`config.mk`:
```
export PLATFORM = sky130hd
export DESIGN_NAME = time_display
export DESIGN_NICKNAME = d
export VERILOG_FILES = /design/src/rtl/time_display_pkg.sv /design/src/rtl/time_display_bin2bcd.sv /design/src/rtl/time_display.sv
export SDC_FILE = /design/constraint.sdc
export NUM_CORES = 1
export LEC_CHECK = 0
export ABC_AREA = 1
export CAP_MARGIN = 20
export CELL_PAD_IN_SITES_DETAIL_PLACEMENT = 1
export CELL_PAD_IN_SITES_GLOBAL_PLACEMENT = 1
export CORE_ASPECT_RATIO = 0.8
export CORE_MARGIN = 2
export CORE_UTILIZATION = 49
export CTS_BUF_LIST = sky130_fd_sc_hd__clkbuf_8
export CTS_CLUSTER_DIAMETER = 80
export DETAILED_ROUTE_END_ITERATION = 6
export GPL_TIMING_DRIVEN = 0
export PLACE_DENSITY = 0.86
export SETUP_SLACK_MARGIN = 0.1
export SYNTH_ARGS = -nofsm -noshare
export SYNTH_HDL_FRONTEND = slang
export SYNTH_HIERARCHICAL = 1
export SYNTH_SLANG_ARGS = --single-unit
```
`constraint.sdc`:
```
create_clock -name clk -period 2.85 [get_ports clk]
set_clock_uncertainty 0.05 [all_clocks]
set_input_delay 0.4275 -clock clk [delete_from_list [all_inputs] [get_ports clk]]
set_output_delay 0.4275 -clock clk [all_outputs]
set_load 0.01 [all_outputs]
```
`src/rtl/time_display_pkg.sv`:
```
// Shared constants, types and the seven-segment encoder for the song-timer display.
package time_display_pkg;

  localparam int unsigned BIN_W = 6;
  localparam int unsigned BCD_W = 4;
  localparam int unsigned SEG_W = 7;

  localparam logic [BIN_W-1:0] MAX_TIME = 6'd59;

  // {g,f,e,d,c,b,a}, active-low
  localparam logic [SEG_W-1:0] SEG_0     = 7'b1000000;
  localparam logic [SEG_W-1:0] SEG_1     = 7'b1111001;
  localparam logic [SEG_W-1:0] SEG_2     = 7'b0100100;
  localparam logic [SEG_W-1:0] SEG_3     = 7'b0110000;
  localparam logic [SEG_W-1:0] SEG_4     = 7'b0011001;
  localparam logic [SEG_W-1:0] SEG_5     = 7'b0010010;
  localparam logic [SEG_W-1:0] SEG_6     = 7'b0000010;
  localparam logic [SEG_W-1:0] SEG_7     = 7'b1111000;
  localparam logic [SEG_W-1:0] SEG_8     = 7'b0000000;
  localparam logic [SEG_W-1:0] SEG_9     = 7'b0010000;
  localparam logic [SEG_W-1:0] SEG_BLANK = 7'b1111111;

  typedef enum logic {
    CONV_IDLE,
    CONV_BUSY
  } conv_state_e;

  typedef struct packed {
    logic [BCD_W-1:0] m_tens;
    logic [BCD_W-1:0] m_ones;
    logic [BCD_W-1:0] s_tens;
    logic [BCD_W-1:0] s_ones;
  } digits_t;

  typedef struct packed {
    logic             ss;
    logic [BIN_W-1:0] mins1;
    logic [BIN_W-1:0] secs1;
    logic [BIN_W-1:0] mins2;
    logic [BIN_W-1:0] secs2;
  } snap_t;

  function automatic logic [SEG_W-1:0] seg_encode(input logic [BCD_W-1:0] d);
    logic [SEG_W-1:0] s;
    case (d)
      4'd0:    s = SEG_0;
      4'd1:    s = SEG_1;
      4'd2:    s = SEG_2;
      4'd3:    s = SEG_3;
      4'd4:    s = SEG_4;
      4'd5:    s = SEG_5;
      4'd6:    s = SEG_6;
      4'd7:    s = SEG_7;
      4'd8:    s = SEG_8;
      4'd9:    s = SEG_9;
      default: s = SEG_BLANK;
    endcase
    return s;
  endfunction

endpackage

```
`src/rtl/time_display_bin2bcd.sv`:
```
// Saturating 6-bit binary to two-digit BCD converter using repeated subtraction of ten.
module time_display_bin2bcd
  import time_display_pkg::*;
(
  input  logic             clk,
  input  logic             rst_n,
  input  logic             start_i,
  input  logic [BIN_W-1:0] bin_i,
  output logic             done_o,
  output logic [BCD_W-1:0] tens_o,
  output logic [BCD_W-1:0] ones_o
);

  logic             busy_q, busy_d;
  logic             done_q, done_d;
  logic [BIN_W-1:0] rem_q, rem_d;
  logic [BCD_W-1:0] tens_q, tens_d;

  always_ff @(posedge clk or negedge rst_n) begin
    if (!rst_n) begin
      busy_q <= 1'b0;
      done_q <= 1'b0;
      rem_q  <= '0;
      tens_q <= '0;
    end else begin
      busy_q <= busy_d;
      done_q <= done_d;
      rem_q  <= rem_d;
      tens_q <= tens_d;
    end
  end

  // done is raised on the same edge that leaves the remainder below ten
  always_comb begin
    busy_d = busy_q;
    done_d = 1'b0;
    rem_d  = rem_q;
    tens_d = tens_q;
    if (start_i) begin
      rem_d  = (bin_i > MAX_TIME) ? MAX_TIME : bin_i;
      tens_d = '0;
      if (rem_d < 6'd10) begin
        done_d = 1'b1;
        busy_d = 1'b0;
      end else begin
        busy_d = 1'b1;
      end
    end else if (busy_q) begin
      rem_d  = rem_q - 6'd10;
      tens_d = tens_q + 4'd1;
      if (rem_d < 6'd10) begin
        done_d = 1'b1;
        busy_d = 1'b0;
      end
    end
  end

  assign done_o = done_q;
  assign tens_o = tens_q;
  assign ones_o = rem_q[BCD_W-1:0];

endmodule

```
`src/rtl/time_display.sv`:
```
// Song-timer reader: synchronises the timer values, converts the active song to BCD and
// drives a multiplexed MM.SS seven-segment display that blinks while paused.
module time_display
  import time_display_pkg::*;
#(
  parameter int unsigned REFRESH_DIV = 100000,
  parameter int unsigned BLINK_DIV   = 25000000
) (
  input  logic       clk,
  input  logic       RESET_N,
  input  logic       ss,
  input  logic       ispaused,
  input  logic [5:0] mins1,
  input  logic [5:0] secs1,
  input  logic [5:0] mins2,
  input  logic [5:0] secs2,
  output logic [3:0] an,
  output logic [6:0] seg,
  output logic       dp
);

  localparam int unsigned SYNC_W = 26;
  localparam int unsigned DATA_W = 25;
  localparam int unsigned RW     = $clog2(REFRESH_DIV);
  localparam int unsigned BW     = $clog2(BLINK_DIV);

  logic [SYNC_W-1:0] sync1_q, sync2_q;
  logic [DATA_W-1:0] prev_q;
  snap_t             snap_q;
  logic              paused_s;

  // Two-flop synchroniser plus a stability filter against skew across the 26 bits
  always_ff @(posedge clk or negedge RESET_N) begin
    if (!RESET_N) begin
      sync1_q <= '0;
      sync2_q <= '0;
      prev_q  <= '0;
      snap_q  <= '0;
    end else begin
      sync1_q <= {ispaused, ss, mins1, secs1, mins2, secs2};
      sync2_q <= sync1_q;
      prev_q  <= sync2_q[DATA_W-1:0];
      if (sync2_q[DATA_W-1:0] == prev_q) snap_q <= snap_t'(sync2_q[DATA_W-1:0]);
    end
  end

  assign paused_s = sync2_q[SYNC_W-1];

  logic [BIN_W-1:0] sel_min, sel_sec;
  assign sel_min = snap_q.ss ? snap_q.mins2 : snap_q.mins1;
  assign sel_sec = snap_q.ss ? snap_q.secs2 : snap_q.secs1;

  logic             start_c;
  logic             min_done, sec_done;
  logic [BCD_W-1:0] min_tens, min_ones, sec_tens, sec_ones;

  time_display_bin2bcd u_min_conv (
    .clk     (clk),
    .rst_n   (RESET_N),
    .start_i (start_c),
    .bin_i   (sel_min),
    .done_o  (min_done),
    .tens_o  (min_tens),
    .ones_o  (min_ones)
  );

  time_display_bin2bcd u_sec_conv (
    .clk     (clk),
    .rst_n   (RESET_N),
    .start_i (start_c),
    .bin_i   (sel_sec),
    .done_o  (sec_done),
    .tens_o  (sec_tens),
    .ones_o  (sec_ones)
  );

  conv_state_e      state_q, state_d;
  logic             min_got_q, min_got_d, sec_got_q, sec_got_d;
  logic [BIN_W-1:0] cmin_q, cmin_d, csec_q, csec_d;
  logic [BIN_W-1:0] pmin_q, pmin_d, psec_q, psec_d;
  digits_t          digits_q, digits_d;

  always_ff @(posedge clk or negedge RESET_N) begin
    if (!RESET_N) begin
      state_q   <= CONV_IDLE;
      min_got_q <= 1'b0;
      sec_got_q <= 1'b0;
      cmin_q    <= '0;
      csec_q    <= '0;
      pmin_q    <= '0;
      psec_q    <= '0;
      digits_q  <= '0;
    end else begin
      state_q   <= state_d;
      min_got_q <= min_got_d;
      sec_got_q <= sec_got_d;
      cmin_q    <= cmin_d;
      csec_q    <= csec_d;
      pmin_q    <= pmin_d;
      psec_q    <= psec_d;
      digits_q  <= digits_d;
    end
  end

  // Committed values track the raw request so a source change always re-converts
  always_comb begin
    state_d   = state_q;
    start_c   = 1'b0;
    min_got_d = min_got_q;
    sec_got_d = sec_got_q;
    cmin_d    = cmin_q;
    csec_d    = csec_q;
    pmin_d    = pmin_q;
    psec_d    = psec_q;
    digits_d  = digits_q;
    case (state_q)
      CONV_IDLE: begin
        if ((sel_min != cmin_q) || (sel_sec != csec_q)) begin
          start_c   = 1'b1;
          pmin_d    = sel_min;
          psec_d    = sel_sec;
          min_got_d = 1'b0;
          sec_got_d = 1'b0;
          state_d   = CONV_BUSY;
        end
      end
      CONV_BUSY: begin
        min_got_d = min_got_q | min_done;
        sec_got_d = sec_got_q | sec_done;
        if (min_got_d && sec_got_d) begin
          digits_d.m_tens = min_tens;
          digits_d.m_ones = min_ones;
          digits_d.s_tens = sec_tens;
          digits_d.s_ones = sec_ones;
          cmin_d          = pmin_q;
          csec_d          = psec_q;
          state_d         = CONV_IDLE;
        end
      end
      default: state_d = CONV_IDLE;
    endcase
  end

  logic [RW-1:0]    refresh_q, refresh_d;
  logic [1:0]       idx_q, idx_d;
  logic [BW-1:0]    blink_q, blink_d;
  logic             phase_q, phase_d;
  logic [3:0]       an_q, an_d;
  logic [SEG_W-1:0] seg_q, seg_d;
  logic             dp_q, dp_d;
  logic [BCD_W-1:0] dig;

  always_ff @(posedge clk or negedge RESET_N) begin
    if (!RESET_N) begin
      refresh_q <= '0;
      idx_q     <= '0;
      blink_q   <= '0;
      phase_q   <= 1'b0;
      an_q      <= 4'b1111;
      seg_q     <= SEG_BLANK;
      dp_q      <= 1'b1;
    end else begin
      refresh_q <= refresh_d;
      idx_q     <= idx_d;
      blink_q   <= blink_d;
      phase_q   <= phase_d;
      an_q      <= an_d;
      seg_q     <= seg_d;
      dp_q      <= dp_d;
    end
  end

  // Outputs are built from next-state index and digits so a commit shows without lag
  always_comb begin
    refresh_d = refresh_q + RW'(1);
    idx_d     = idx_q;
    if (refresh_q == RW'(REFRESH_DIV - 1)) begin
      refresh_d = '0;
      idx_d     = idx_q + 2'd1;
    end
    blink_d = '0;
    phase_d = 1'b0;
    if (paused_s) begin
      blink_d = blink_q + BW'(1);
      phase_d = phase_q;
      if (blink_q == BW'(BLINK_DIV - 1)) begin
        blink_d = '0;
        phase_d = ~phase_q;
      end
    end
    case (idx_d)
      2'd3:    dig = digits_d.m_tens;
      2'd2:    dig = digits_d.m_ones;
      2'd1:    dig = digits_d.s_tens;
      default: dig = digits_d.s_ones;
    endcase
    an_d  = phase_d ? 4'b1111 : ~(4'b0001 << idx_d);
    seg_d = seg_encode(dig);
    dp_d  = (idx_d != 2'd2);
  end

  assign an  = an_q;
  assign seg = seg_q;
  assign dp  = dp_q;

endmodule

```
After elaboration in Yosys (flattened, before gate mapping)
Memories as Yosys holds them, arrays and structs flattened. A register that Yosys moved wholly into a read port is not among the register bits.
Index checks and enable logic that the tools add are counted.
{"block": "word_totals", "out_inout_bits": 12, "n_memories": 1, "romBits": 112, "word_cells": 115, "register_bits": 219, "input_bits": 28}
{"name": "(name not given)", "words": 16, "width": 7, "rd": 1, "rd_ports_with_merged_regs": 1, "write_ports": 0, "line_no": "time_display_pkg.sv:45", "rtl": "case (d)"}
{"block": "op_classes", "reduce_logical": 7, "n_shift": 1, "bitwise": 5, "n_addsub": 7, "eq_ne": 10, "n_mux": 45, "order_cmp": 6}
{"operator": "$mux W25", "n": 2}
{"operator": "$mux W6", "n": 8}
{"operator": "$mux W16", "n": 2}
{"operator": "$add A25 B1 Y25 const B", "n": 1}
{"operator": "$eq A25 B25 Y1", "n": 1}
{"operator": "$eq A25 B25 Y1 const B", "n": 1}
{"operator": "$lt A6 B4 Y1 const B", "n": 4}
{"operator": "$mux W1", "n": 22}
{"operator": "$mux W4", "n": 5}
{"operator": "$add A17 B1 Y17 const B", "n": 1}
{"operator": "$eq A17 B17 Y1 const B", "n": 1}
{"operator": "$mux W17", "n": 1}
{"operator": "$gt A6 B6 Y1 const B", "n": 2}
{"operator": "$ne A6 B6 Y1", "n": 2}
{"operator": "$pmux W4 S3", "n": 1}
{"operator": "$sub A6 B4 Y6 const B", "n": 2}
{"operator": "$add A4 B1 Y4 const B", "n": 2}
{"operator": "$pmux W1 S2", "n": 3}
{"operator": "$eq A2 B2 Y1 const B", "n": 2}
{"operator": "$ne A2 B2 Y1 const B", "n": 2}
{"operator": "$not A4 Y4", "n": 1}
{"operator": "$reduce_and A2 Y1", "n": 2}
{"operator": "$reduce_bool A2 Y1", "n": 2}
{"operator": "$shl A1 B2 Y4 const A", "n": 1}
{"operator": "other kinds (8)", "n": 10}

Longest topological paths before layout
Gate-level depths: netlist of run 1.
{"block": "logic_depth", "depth_word": 6, "mapped_depth": 16, "ltp_nobuf": 16}

Modules after synthesis
The synthesis of run 1 kept the hierarchy.
{"mod": "time_display", "cells_each": 843, "area_per_inst_um2": 8186.6, "instances": 1, "seq_area_each_um2": 5069.9}
{"mod": "time_display_bin2bcd", "cells_each": 89, "area_per_inst_um2": 686.9, "instances": 2, "seq_area_each_um2": 300.3}

Worst setup path before layout of run 1
Ideal clock, no wire load.
{"block": "synth_timing", "path_kind": "register to register", "start": "register refresh_q[0]", "end": "register seg_q[5] (netlist: seg[5])", "n_path_buf": 0, "required_ps": 2724, "path_stages_with_launch": 16, "setup_time_ps": 76, "period_less_slack_ps": 2190, "setup_slack_ps": 660, "arrival_time_ps": 2064, "cell_sequence": "dfrtp_1 > ha_1 > nand3_2 > nor2_4 > nand3_2 > nand2_4 > nand2_4 > nand2_2 > nor2_1 > nor2_1 > inv_1 > ha_1 > nand3_1 > nand2_1 > nand2_1 > nand2_1"}
{"block": "synth_between", "elab_chain_cells": 4, "word_cells_on_any_way": 6, "classes_between": "eq/ne: 4; mux: 2"}
{"item": "start: declaration", "line_no": "time_display.sv:144", "rtl": "logic [RW-1:0] refresh_q, refresh_d;"}
{"item": "start signal: assignment", "line_no": "time_display.sv:163", "rtl": "refresh_q <= refresh_d;"}
{"item": "$eq A17 B17 Y1 *", "line_no": "time_display.sv:177", "rtl": "if (refresh_q == RW'(REFRESH_DIV - 1)) begin"}
{"item": "$mux W2 *", "line_no": "time_display.sv:177"}
{"item": "$eq A2 B1 Y1 / $eq A2 B2 Y1 (equally long branches)", "line_no": "time_display.sv:191", "rtl": "case (idx_d)"}
{"item": "$pmux W4 S3 *", "line_no": "time_display.sv:191"}
{"item": "end: declaration", "line_no": "time_display.sv:149", "rtl": "logic [SEG_W-1:0] seg_q, seg_d;"}
Mark *: on every way between the ends. The rest lies on a longest branch, timed or not.
A chain may end at the register's enable or synchronous reset.

Worst setup path in the final report of run 1
{"block": "layout_timing", "start": "register snap_q[24] in the netlist's numbering", "end": "register u_sec_conv.rem_q[5]"}
{"block": "layout_between", "elab_chain_cells": 6, "word_cells_on_any_way": 11, "classes_between": "order compare: 1; eq/ne: 2; mux: 6; reduce/logical: 2"}
{"item": "start: declaration", "line_no": "time_display.sv:29", "rtl": "snap_t snap_q;"}
{"item": "start signal: assignment", "line_no": "time_display.sv:43", "rtl": "if (sync2_q[DATA_W-1:0] == prev_q) snap_q <= snap_t'(sync2_q[DATA_W-1:0]);"}
{"item": "$mux W6 *", "line_no": "time_display.sv:50", "rtl": "assign sel_min = snap_q.ss ? snap_q.mins2 : snap_q.mins1;"}
{"item": "net sel_min[4]", "line_no": "time_display.sv:49", "rtl": "logic [BIN_W-1:0] sel_min, sel_sec;"}
{"item": "$ne A6 B6 Y1 *", "line_no": "time_display.sv:118", "rtl": "if ((sel_min != cmin_q) || (sel_sec != csec_q)) begin"}
{"item": "$logic_or A1 B1 Y1 *", "line_no": "time_display.sv:118"}
{"item": "$mux W1 *", "line_no": "time_display.sv:118"}
{"item": "$mux W1 *", "line_no": "time_display.sv:116", "rtl": "case (state_q)"}
{"item": "net start_c", "line_no": "time_display.sv:53", "rtl": "logic start_c;"}
{"item": "$mux W6 / $reduce_bool A2 Y1 (equally long branches)"}
{"item": "end signal: assignment", "line_no": "time_display_bin2bcd.sv:28", "rtl": "rem_q <= rem_d;"}
{"item": "end: declaration", "line_no": "time_display_bin2bcd.sv:16", "rtl": "logic [BIN_W-1:0] rem_q, rem_d;"}
The timed path passes the listed nets; every way through them passes the cells marked *.

==> impl_metrics.prom, run 1 <==
# TYPE chip_impl_metric gauge
chip_impl_metric{name="layout-area-overhead-vs-synth",unit="%"} 17.0
chip_impl_metric{name="floorplan.io_pins",unit=""} 40
chip_impl_metric{name="final.period_utilization",unit="%"} 91.5
chip_impl_metric{name="antenna_violations_before_repair",unit=""} 0
chip_impl_metric{name="switching_power_as_a_share_of_total_power",unit="%"} 23.1
chip_impl_info{name="r2r-start",value="snap_q[24]$_DFFE_PN0N_"} 1
chip_impl_info{name="yosys.cell_count.top_type",value="sky130_fd_sc_hd__nand2_1"} 1
chip_impl_info{name="outcome",value="completed"} 1
chip_impl_metric{name="netlist-cell-type-count",unit=""} 42
chip_impl_metric{name="clkPwrFrac",unit="%"} 45.1
chip_impl_info{name="synth.top_cells.by_area",value="sky130_fd_sc_hd__dfrtp_1, sky130_fd_sc_hd__nand2_1, sky130_fd_sc_hd__inv_1"} 1
chip_impl_info{name="cts_tree",value="built"} 1
chip_impl_metric{name="core",unit="mm2"} 0.0190
chip_impl_metric{name="track_usage",unit="%"} 24.2
chip_impl_metric{name="finalNonFillerCells",unit=""} 1392
chip_impl_metric{name="cts_inserted_buffers",unit=""} 37
chip_impl_metric{name="first_pass_iters",unit=""} 4
chip_impl_metric{name="initial_core_util",unit="%"} 50.2
chip_impl_metric{name="dieWidth",unit="um"} 160
chip_impl_info{name="timing.critical_path.from_type",value="register"} 1
chip_impl_metric{name="grt_overflow",unit=""} 0
chip_impl_info{name="hold_path_startpoint",value="secs1[3]"} 1
chip_impl_metric{name="first_global_vias",unit=""} 8032
chip_impl_info{name="rsz0062_at_grt",value="yes"} 1
chip_impl_metric{name="seq_power_share",unit="%"} 52.2
chip_impl_metric{name="post_synth_instance_area",unit="mm2"} 0.00956
chip_impl_metric{name="critPathMaxFanout",unit=""} 23
chip_impl_metric{name="synth.net_count",unit=""} 1060
chip_impl_info{name="postSynth.topFlopCell",value="sky130_fd_sc_hd__dfrtp_1"} 1
chip_impl_info{name="yosys-top-cells-count",value="sky130_fd_sc_hd__nand2_1, sky130_fd_sc_hd__dfrtp_1, sky130_fd_sc_hd__inv_1"} 1
chip_impl_metric{name="leakage_power",unit="nW"} 5.65
chip_impl_metric{name="report.final.slew_viol_count",unit=""} 0
chip_impl_metric{name="clock_sinks",unit=""} 226
chip_impl_metric{name="port-buffer-count",unit=""} 39
chip_impl_metric{name="detailed_place_hpwl",unit="mm"} 15.9
chip_impl_metric{name="clk_pin_slew_worst_paths",unit="ns"} 0.07
chip_impl_metric{name="synth.yosys.warnings",unit=""} 6
chip_impl_metric{name="tightest_slew",unit="ns"} 0.605
chip_impl_info{name="terminus_of_the_critical_flop_to_flop_path",value="u_sec_conv/rem_q[5]$_DFFE_PN0N_"} 1
chip_impl_info{name="setup.worst_path.class",value="register to register"} 1
chip_impl_metric{name="drive_gt1_share",unit="%"} 14.4
chip_impl_metric{name="post-route-drc-count",unit=""} 0
chip_impl_metric{name="worstSkewPairLatency",unit="ns"} 0.54
chip_impl_metric{name="p_sw",unit="W"} 0.00146
chip_impl_info{name="netlist.top_cell.by_area",value="sky130_fd_sc_hd__dfrtp_1"} 1
chip_impl_metric{name="postSynthRegisterBits",unit=""} 226
chip_impl_metric{name="grt_pass1_wl",unit="mm"} 40.1
chip_impl_metric{name="largest_net_degree_at_the_start_of_global_routing",unit=""} 115
chip_impl_metric{name="num_rows",unit=""} 45
chip_impl_metric{name="final_nets",unit=""} 1147
chip_impl_metric{name="maxCapViolations",unit=""} 0
chip_impl_metric{name="synth_edf_count",unit=""} 0
chip_impl_metric{name="maxSlewHeadroom",unit="%"} 59.7
chip_impl_metric{name="synth_top_cell_area_share",unit="%"} 56.0
chip_impl_metric{name="die_y",unit="um"} 129
chip_impl_metric{name="holdPathStages",unit=""} 1
chip_impl_metric{name="n_fill_cell",unit=""} 2189
chip_impl_metric{name="multi_input_area",unit="mm2"} 0.00331
chip_impl_metric{name="period_needed",unit="ns"} 2.61
chip_impl_metric{name="average_instance_area_after_synthesis",unit="um2"} 9.36
chip_impl_metric{name="vias_per_cell",unit=""} 5.18
chip_impl_metric{name="antenna_left",unit=""} 0
chip_impl_info{name="min-delay-path-class",value="primary input to register"} 1
chip_impl_metric{name="worst_slack",unit="ns"} 0.242
chip_impl_metric{name="internal_pwr_total",unit="W"} 0.00487
chip_impl_metric{name="drt_iter0_markers",unit=""} 377
chip_impl_metric{name="placedCellCount",unit=""} 1320
chip_impl_metric{name="area_taken_by_flip_flops_and_latches",unit="mm2"} 0.00567
chip_impl_info{name="min_delay_worst_endpoint",value="sync1_q[15]$_DFF_PN0_"} 1
chip_impl_metric{name="dieArea",unit="mm2"} 0.0207
chip_impl_metric{name="p_comb_share",unit="%"} 2.7
chip_impl_metric{name="clock_tree.buffer_depth",unit=""} 3
chip_impl_metric{name="synth_sequential_area_ratio",unit="%"} 59.3
chip_impl_metric{name="asyncSetResetFlopFracSynth",unit="%"} 100
chip_impl_metric{name="gpl.final_weighted_congestion",unit=""} 0.825
chip_impl_metric{name="achievable-frequency",unit="MHz"} 383
chip_impl_info{name="worstSetupEndpointType",value="register"} 1
chip_impl_metric{name="final_setup_violation_count",unit=""} 0
chip_impl_metric{name="dpl_worst_slack",unit="ns"} 0.142
chip_impl_metric{name="routed_length_per_placed_instance",unit="um"} 16.9
chip_impl_metric{name="cts_htree_levels",unit=""} 2
chip_impl_metric{name="post-layout-total-power",unit="W"} 0.00633
chip_impl_metric{name="timing_hold_violations_final",unit=""} 0
chip_impl_metric{name="powerDensity",unit="mW/mm2"} 566
chip_impl_metric{name="synth_cells",unit=""} 1021
chip_impl_metric{name="antenna_cells_inserted",unit=""} 0
chip_impl_metric{name="route.final.wire_length",unit="mm"} 23.5
chip_impl_metric{name="ir_drop",unit="uV"} 457
chip_impl_metric{name="worst-endpoint-arrival",unit="ns"} 2.98
chip_impl_metric{name="timing.critical_path.required",unit="ns"} 3.22
chip_impl_info{name="clock-root-buffer",value="sky130_fd_sc_hd__clkbuf_8"} 1
chip_impl_metric{name="ff2ff_path_depth",unit=""} 16
chip_impl_metric{name="regToRegSetupSlack",unit="ns"} 0.24
chip_impl_metric{name="via_count",unit=""} 7205
## state kept, by name, summed over array words and instances (netlist names), 2 cells and up
register / cells
sync1_q: 26
sync2_q: 26
blink_q: 25
prev_q: 25
snap_q: 25
refresh_q: 17
digits_q: 16
seg: 7
cmin_q: 6
csec_q: 6
pmin_q: 6
psec_q: 6
u_min_conv/rem_q: 6
u_sec_conv/rem_q: 6
an: 4
u_min_conv/tens_o: 4
u_sec_conv/tens_o: 4
idx_q: 2
## worst max-delay path by stage
stage	start	to
floorplan	refresh_q[0]$_DFF_PN0_	seg[5]$_DFF_PN1_
global placement	RESET_N	refresh_q[8]$_DFF_PN0_
detailed placement	refresh_q[0]$_DFF_PN0_	seg[0]$_DFF_PN1_
CTS	refresh_q[0]$_DFF_PN0_	seg[6]$_DFF_PN1_
global route	refresh_q[0]$_DFF_PN0_	seg[6]$_DFF_PN1_
finish	snap_q[24]$_DFFE_PN0N_	u_sec_conv/rem_q[5]$_DFFE_PN0N_
## critical path: stages (launching register included)
cell and delay [ns]:
sky130_fd_sc_hd__dfrtp_1 0.42, sky130_fd_sc_hd__inv_2 0.11, sky130_fd_sc_hd__buf_6 0.16, sky130_fd_sc_hd__nand2_1 0.10, sky130_fd_sc_hd__nand2_2 0.15, sky130_fd_sc_hd__inv_1 0.09, sky130_fd_sc_hd__o22ai_1 0.19, sky130_fd_sc_hd__nor4_2 0.08
sky130_fd_sc_hd__nand3_1 0.18, sky130_fd_sc_hd__nand2_4 0.10, sky130_fd_sc_hd__inv_2 0.07, sky130_fd_sc_hd__buf_6 0.22, sky130_fd_sc_hd__inv_2 0.14, sky130_fd_sc_hd__nand2_4 0.11, sky130_fd_sc_hd__inv_2 0.06, sky130_fd_sc_hd__a22oi_1 0.15
sky130_fd_sc_hd__o21ai_1 0.11
## cell type report
type | instances | area share, %
multi-input cells | 640 | 29.6
well taps | 258 | 2.88
flip-flops and latches | 226 | 50.7
clock inverters | 20 | 1.10
repair buffers | 48 | 4.52
clock buffers | 45 | 5.54
plain buffers | 25 | 1.34
inverters | 130 | 4.39
## cell families (layout without fill, tap and decap cells)
logic type	after synthesis	count (layout)	share of synthesized area, %
simple gates	479	479	22.5
flops	226	226	59.3
compound gates	109	109	6.31
fa+ha+maj	11	11	1.44
buf+inv	155	268	6.69
xor+xnor	41	41	3.76
## power groups by stage
stage | Sequential, W | Combinational [W] | Clock [W]
after CTS | 0.00331 | 0.000176 | 0.00292
after detailed placement | 0.00337 | 0.000172 | 0
final | 0.00331 | 0.000168 | 0.00286
after global routing | 0.00331 | 0.000192 | 0.00305
after floorplan | 0.00335 | 0.0000467 | 0
after global placement | 0.00336 | 0.000153 | 0
## layout by cell type, fill, tap and decap left out, drive strengths merged, types with 19 or more instances in the layout
master         netlist  routed
a21oi               26      26
buf                 17      26
clkbuf               8      53
clkdlybuf4s50        0      38
dfrtp              214     214
inv                129     141
nand2              303     303
nand3               58      58
nor2                76      76
o21ai               61      61
xnor2               19      19
xor2                22      22
## stage by stage
step	instance area, um2	hold slack [ns]	TNS [ns]	utilization (%)
2_1_floorplan	9560	0.0819	0	-
3_3_place_gp	10300	0.281	-1763.28	54.0
3_5_place_dp	10300	0.244	0	54.3
4_1_cts	11100	0.252	0	58.3
5_1_grt	11200	0.254	0	58.8
6_report	11200	0.278	0	58.8
## routing by layer
metal  share of wire, %  track usage (%)  up-vias
met5                  0                0        -
met4                2.5             8.43        0
met3                4.1             4.42       51
met2                 50             41.8      134
met1                 44             31.0     3618
li1                   -                -     3402
## timing repair
action	in CTS	in global routing
resized for setup	0	15
buffers inserted	0	6
endpoints found under the hold margin	29	0
hold buffers	1	0
setup endpoints to repair	0	26
No activity file was read; power rests on OpenSTA's default activity.
==> run 2, diff against run 1 <==
--- a/config.mk
+++ b/config.mk
@@ -17,7 +17,7 @@
 export DETAILED_ROUTE_END_ITERATION = 6
 export GPL_TIMING_DRIVEN = 0
 export PLACE_DENSITY = 0.86
-export SETUP_SLACK_MARGIN = 0.1
+export SLEW_MARGIN = 10
 export SYNTH_ARGS = -nofsm -noshare
 export SYNTH_HDL_FRONTEND = slang
 export SYNTH_HIERARCHICAL = 1
==> impl_metrics.prom, run 2 (synthesis gave the netlist of run 1 again) <==
# TYPE chip_impl_metric gauge
chip_impl_info{name="outcome",value="completed"} 1
chip_impl_metric{name="ff2ff_path_depth",unit=""} 15
chip_impl_metric{name="clkPwrFrac",unit="%"} 45.0
chip_impl_info{name="worstSetupEndpointType",value="register"} 1
chip_impl_metric{name="grt_pass1_wl",unit="mm"} 40.1
chip_impl_metric{name="ir_drop",unit="uV"} 491
chip_impl_metric{name="initial_core_util",unit="%"} 50.2
chip_impl_metric{name="maxCapViolations",unit=""} 0
chip_impl_metric{name="period_needed",unit="ns"} 2.63
chip_impl_metric{name="route.final.wire_length",unit="mm"} 23.8
chip_impl_info{name="worst_path_most_repeated_cell",value="sky130_fd_sc_hd__inv_2"} 1
chip_impl_info{name="crit_path_top_delay_cell",value="sky130_fd_sc_hd__dfrtp_1"} 1
chip_impl_metric{name="antenna_violations_before_repair",unit=""} 0
chip_impl_metric{name="multi_input_area",unit="mm2"} 0.00328
chip_impl_metric{name="cts_htree_levels",unit=""} 2
chip_impl_metric{name="clock_sinks",unit=""} 226
chip_impl_metric{name="clk_pin_slew_worst_paths",unit="ns"} 0.07
chip_impl_metric{name="critPathMaxFanout",unit=""} 23
chip_impl_metric{name="routed_length_per_placed_instance",unit="um"} 17.2
chip_impl_metric{name="clock_tree.buffer_depth",unit=""} 3
chip_impl_metric{name="global_route.usage.met2",unit="%"} 42.1
chip_impl_metric{name="final_setup_violation_count",unit=""} 0
chip_impl_metric{name="first_pass_iters",unit=""} 4
chip_impl_metric{name="powerDensity",unit="mW/mm2"} 568
chip_impl_metric{name="final.period_utilization",unit="%"} 92.4
chip_impl_metric{name="p_sw",unit="W"} 0.00146
chip_impl_metric{name="dieArea",unit="mm2"} 0.0207
chip_impl_info{name="timing.critical_path.from_type",value="register"} 1
chip_impl_metric{name="layout-area-overhead-vs-synth",unit="%"} 16.4
chip_impl_metric{name="dieWidth",unit="um"} 160
chip_impl_metric{name="port-buffer-count",unit=""} 39
chip_impl_info{name="layout.cells.most_common",value="sky130_fd_sc_hd__nand2_1"} 1
chip_impl_metric{name="critical_path.max_stage_delay",unit="ns"} 0.40
chip_impl_metric{name="switching_power_as_a_share_of_total_power",unit="%"} 23.1
chip_impl_metric{name="die_y",unit="um"} 129
chip_impl_metric{name="cts_inserted_buffers",unit=""} 37
chip_impl_metric{name="use_met1",unit="%"} 31.5
chip_impl_metric{name="largest_net_degree_at_the_start_of_global_routing",unit=""} 114
chip_impl_info{name="mostFrequentLayoutCells",value="sky130_fd_sc_hd__nand2_1, sky130_fd_sc_hd__dfrtp_1, sky130_fd_sc_hd__inv_1, sky130_fd_sc_hd__nor2_1, sky130_fd_sc_hd__nand3_1"} 1
chip_impl_metric{name="drive_gt1_share",unit="%"} 14.0
chip_impl_metric{name="timing_hold_violations_final",unit=""} 0
chip_impl_metric{name="core",unit="mm2"} 0.0190
chip_impl_info{name="cts_tree",value="built"} 1
chip_impl_info{name="min-delay-path-class",value="primary input to asynchronous set/reset pin"} 1
chip_impl_metric{name="seq_power_share",unit="%"} 52.3
chip_impl_metric{name="post-layout-total-power",unit="W"} 0.00633
chip_impl_metric{name="leakage_power",unit="nW"} 5.63
chip_impl_info{name="setup.worst_path.class",value="register to register"} 1
chip_impl_metric{name="globalRouteMet3Util",unit="%"} 4.42
chip_impl_metric{name="p_comb_share",unit="%"} 2.7
chip_impl_metric{name="maxSlewHeadroom",unit="%"} 60.0
chip_impl_metric{name="post-route-drc-count",unit=""} 0
chip_impl_metric{name="area_taken_by_flip_flops_and_latches",unit="mm2"} 0.00567
chip_impl_info{name="critical_path.cell_chain",value="inv_2 > buf_6 > nand2_2 > nand2_2 > xor2_1 > nor4_1 > nand3_1 > nand2_4 > inv_2 > buf_6 > inv_2 > nand2_2 > inv_2 > nand3_1 > o211ai_1"} 1
chip_impl_metric{name="grt_overflow",unit=""} 0
chip_impl_metric{name="track_usage",unit="%"} 24.4
chip_impl_metric{name="via_count",unit=""} 7210
chip_impl_metric{name="num_rows",unit=""} 45
chip_impl_metric{name="vias_per_cell",unit=""} 5.19
chip_impl_metric{name="gpl.final_weighted_congestion",unit=""} 0.825
chip_impl_metric{name="report.final.slew_viol_count",unit=""} 0
chip_impl_metric{name="fin_tns_setup",unit="ns"} 0
chip_impl_info{name="clock-root-buffer",value="sky130_fd_sc_hd__clkbuf_8"} 1
chip_impl_metric{name="detailed_place_hpwl",unit="mm"} 15.8
chip_impl_metric{name="first_global_vias",unit=""} 7886
chip_impl_metric{name="drt_iter0_markers",unit=""} 405
chip_impl_metric{name="antenna_left",unit=""} 0
chip_impl_info{name="largestRegisters",value="sync1_q: 26 flops, sync2_q: 26 flops"} 1
chip_impl_metric{name="tightest_slew",unit="ns"} 0.594
chip_impl_info{name="gr-max-usage-layer",value="met2"} 1
chip_impl_metric{name="internal_pwr_total",unit="W"} 0.00487
chip_impl_metric{name="floorplan.io_pins",unit=""} 40
chip_impl_metric{name="achievable-frequency",unit="MHz"} 380
chip_impl_metric{name="timing.critical_path.required",unit="ns"} 3.24
chip_impl_metric{name="worstSkewPairLatency",unit="ns"} 0.54
chip_impl_metric{name="antenna_cells_inserted",unit=""} 0
chip_impl_metric{name="worst-endpoint-arrival",unit="ns"} 3.02
chip_impl_metric{name="n_fill_cell",unit=""} 2226
chip_impl_metric{name="final_nets",unit=""} 1142
## run 2: final timing paths
kind | start | slack (ns) | to
setup reg to reg | snap_q[24]$_DFFE_PN0N_ | 0.22 | u_sec_conv/rem_q[3]$_DFFE_PN0N_
hold / removal | RESET_N | 0.27 | sync1_q[1]$_DFF_PN0_
max in group asynchronous | RESET_N | 1.27 | u_min_conv/rem_q[4]$_DFFE_PN0N_
hold reg to reg | sync1_q[14]$_DFF_PN0_ | 0.30 | sync2_q[14]$_DFF_PN0_
min in group clk | secs1[3] | 0.28 | sync1_q[15]$_DFF_PN0_
setup / recovery | snap_q[24]$_DFFE_PN0N_ | 0.22 | u_sec_conv/rem_q[3]$_DFFE_PN0N_
## run 2: stage by stage
step | instance area, um2 | util, % | setup WS [ns] | hold slack, ns | std cells
2_1_floorplan | 9560 | - | 0.660 | 0.0819 | 1021
3_3_place_gp | 10300 | 54.0 | -7.97 | 0.281 | 1318
3_5_place_dp | 10300 | 54.3 | 0.114 | 0.249 | 1320
4_1_cts | 11100 | 58.3 | 0.0833 | 0.248 | 1387
5_1_grt | 11100 | 58.5 | -0.00382 | 0.252 | 1388
6_report | 11100 | 58.5 | 0.217 | 0.270 | 1388
## run 2: per-layer routing
| metal | part of all wire [%] | wire [um] |
|---|---|---|
| met5 | 0 | 0 |
| met4 | 2.4 | 574 |
| met3 | 3.6 | 849 |
| met2 | 50 | 12000 |
| met1 | 44 | 10400 |
## run 2: power by group through the flow
stage	logic (W)	clock network [W]	registers [W]
2_1_floorplan	0.0000467	0	0.00335
3_3_place_gp	0.000153	0	0.00336
3_5_place_dp	0.000171	0	0.00337
4_1_cts	0.000176	0.00293	0.00331
5_1_grt	0.000192	0.00308	0.00331
6_report	0.000170	0.00285	0.00331
## run 2: worst max-delay path: cells and delay by family (launching register included)
family / cells / cell delay (ns)
buffers and inverters: 6 / 0.70
AO/OA/AOI/OAI: 1 / 0.09
AND/OR/NAND/NOR: 7 / 1.11
flip-flops: 1 / 0.40
XOR/XNOR: 1 / 0.18
## run 2: final cells by class
class / count / area share, %
buffer: 25 / 1.35
clock buffer: 48 / 5.93
clock inverter: 18 / 0.809
inverter: 130 / 4.39
multi-input combinational: 640 / 29.5
sequential: 226 / 50.9
tap: 258 / 2.90
timing repair buffer: 43 / 4.20
## run 2: timing repair
item                       in CTS  in global routing
setup endpoints to repair       0                 22
gates resized for setup         0                  8
hold buffers                    1                  0
hold endpoints to repair       30                  0
buffers inserted                0                  1
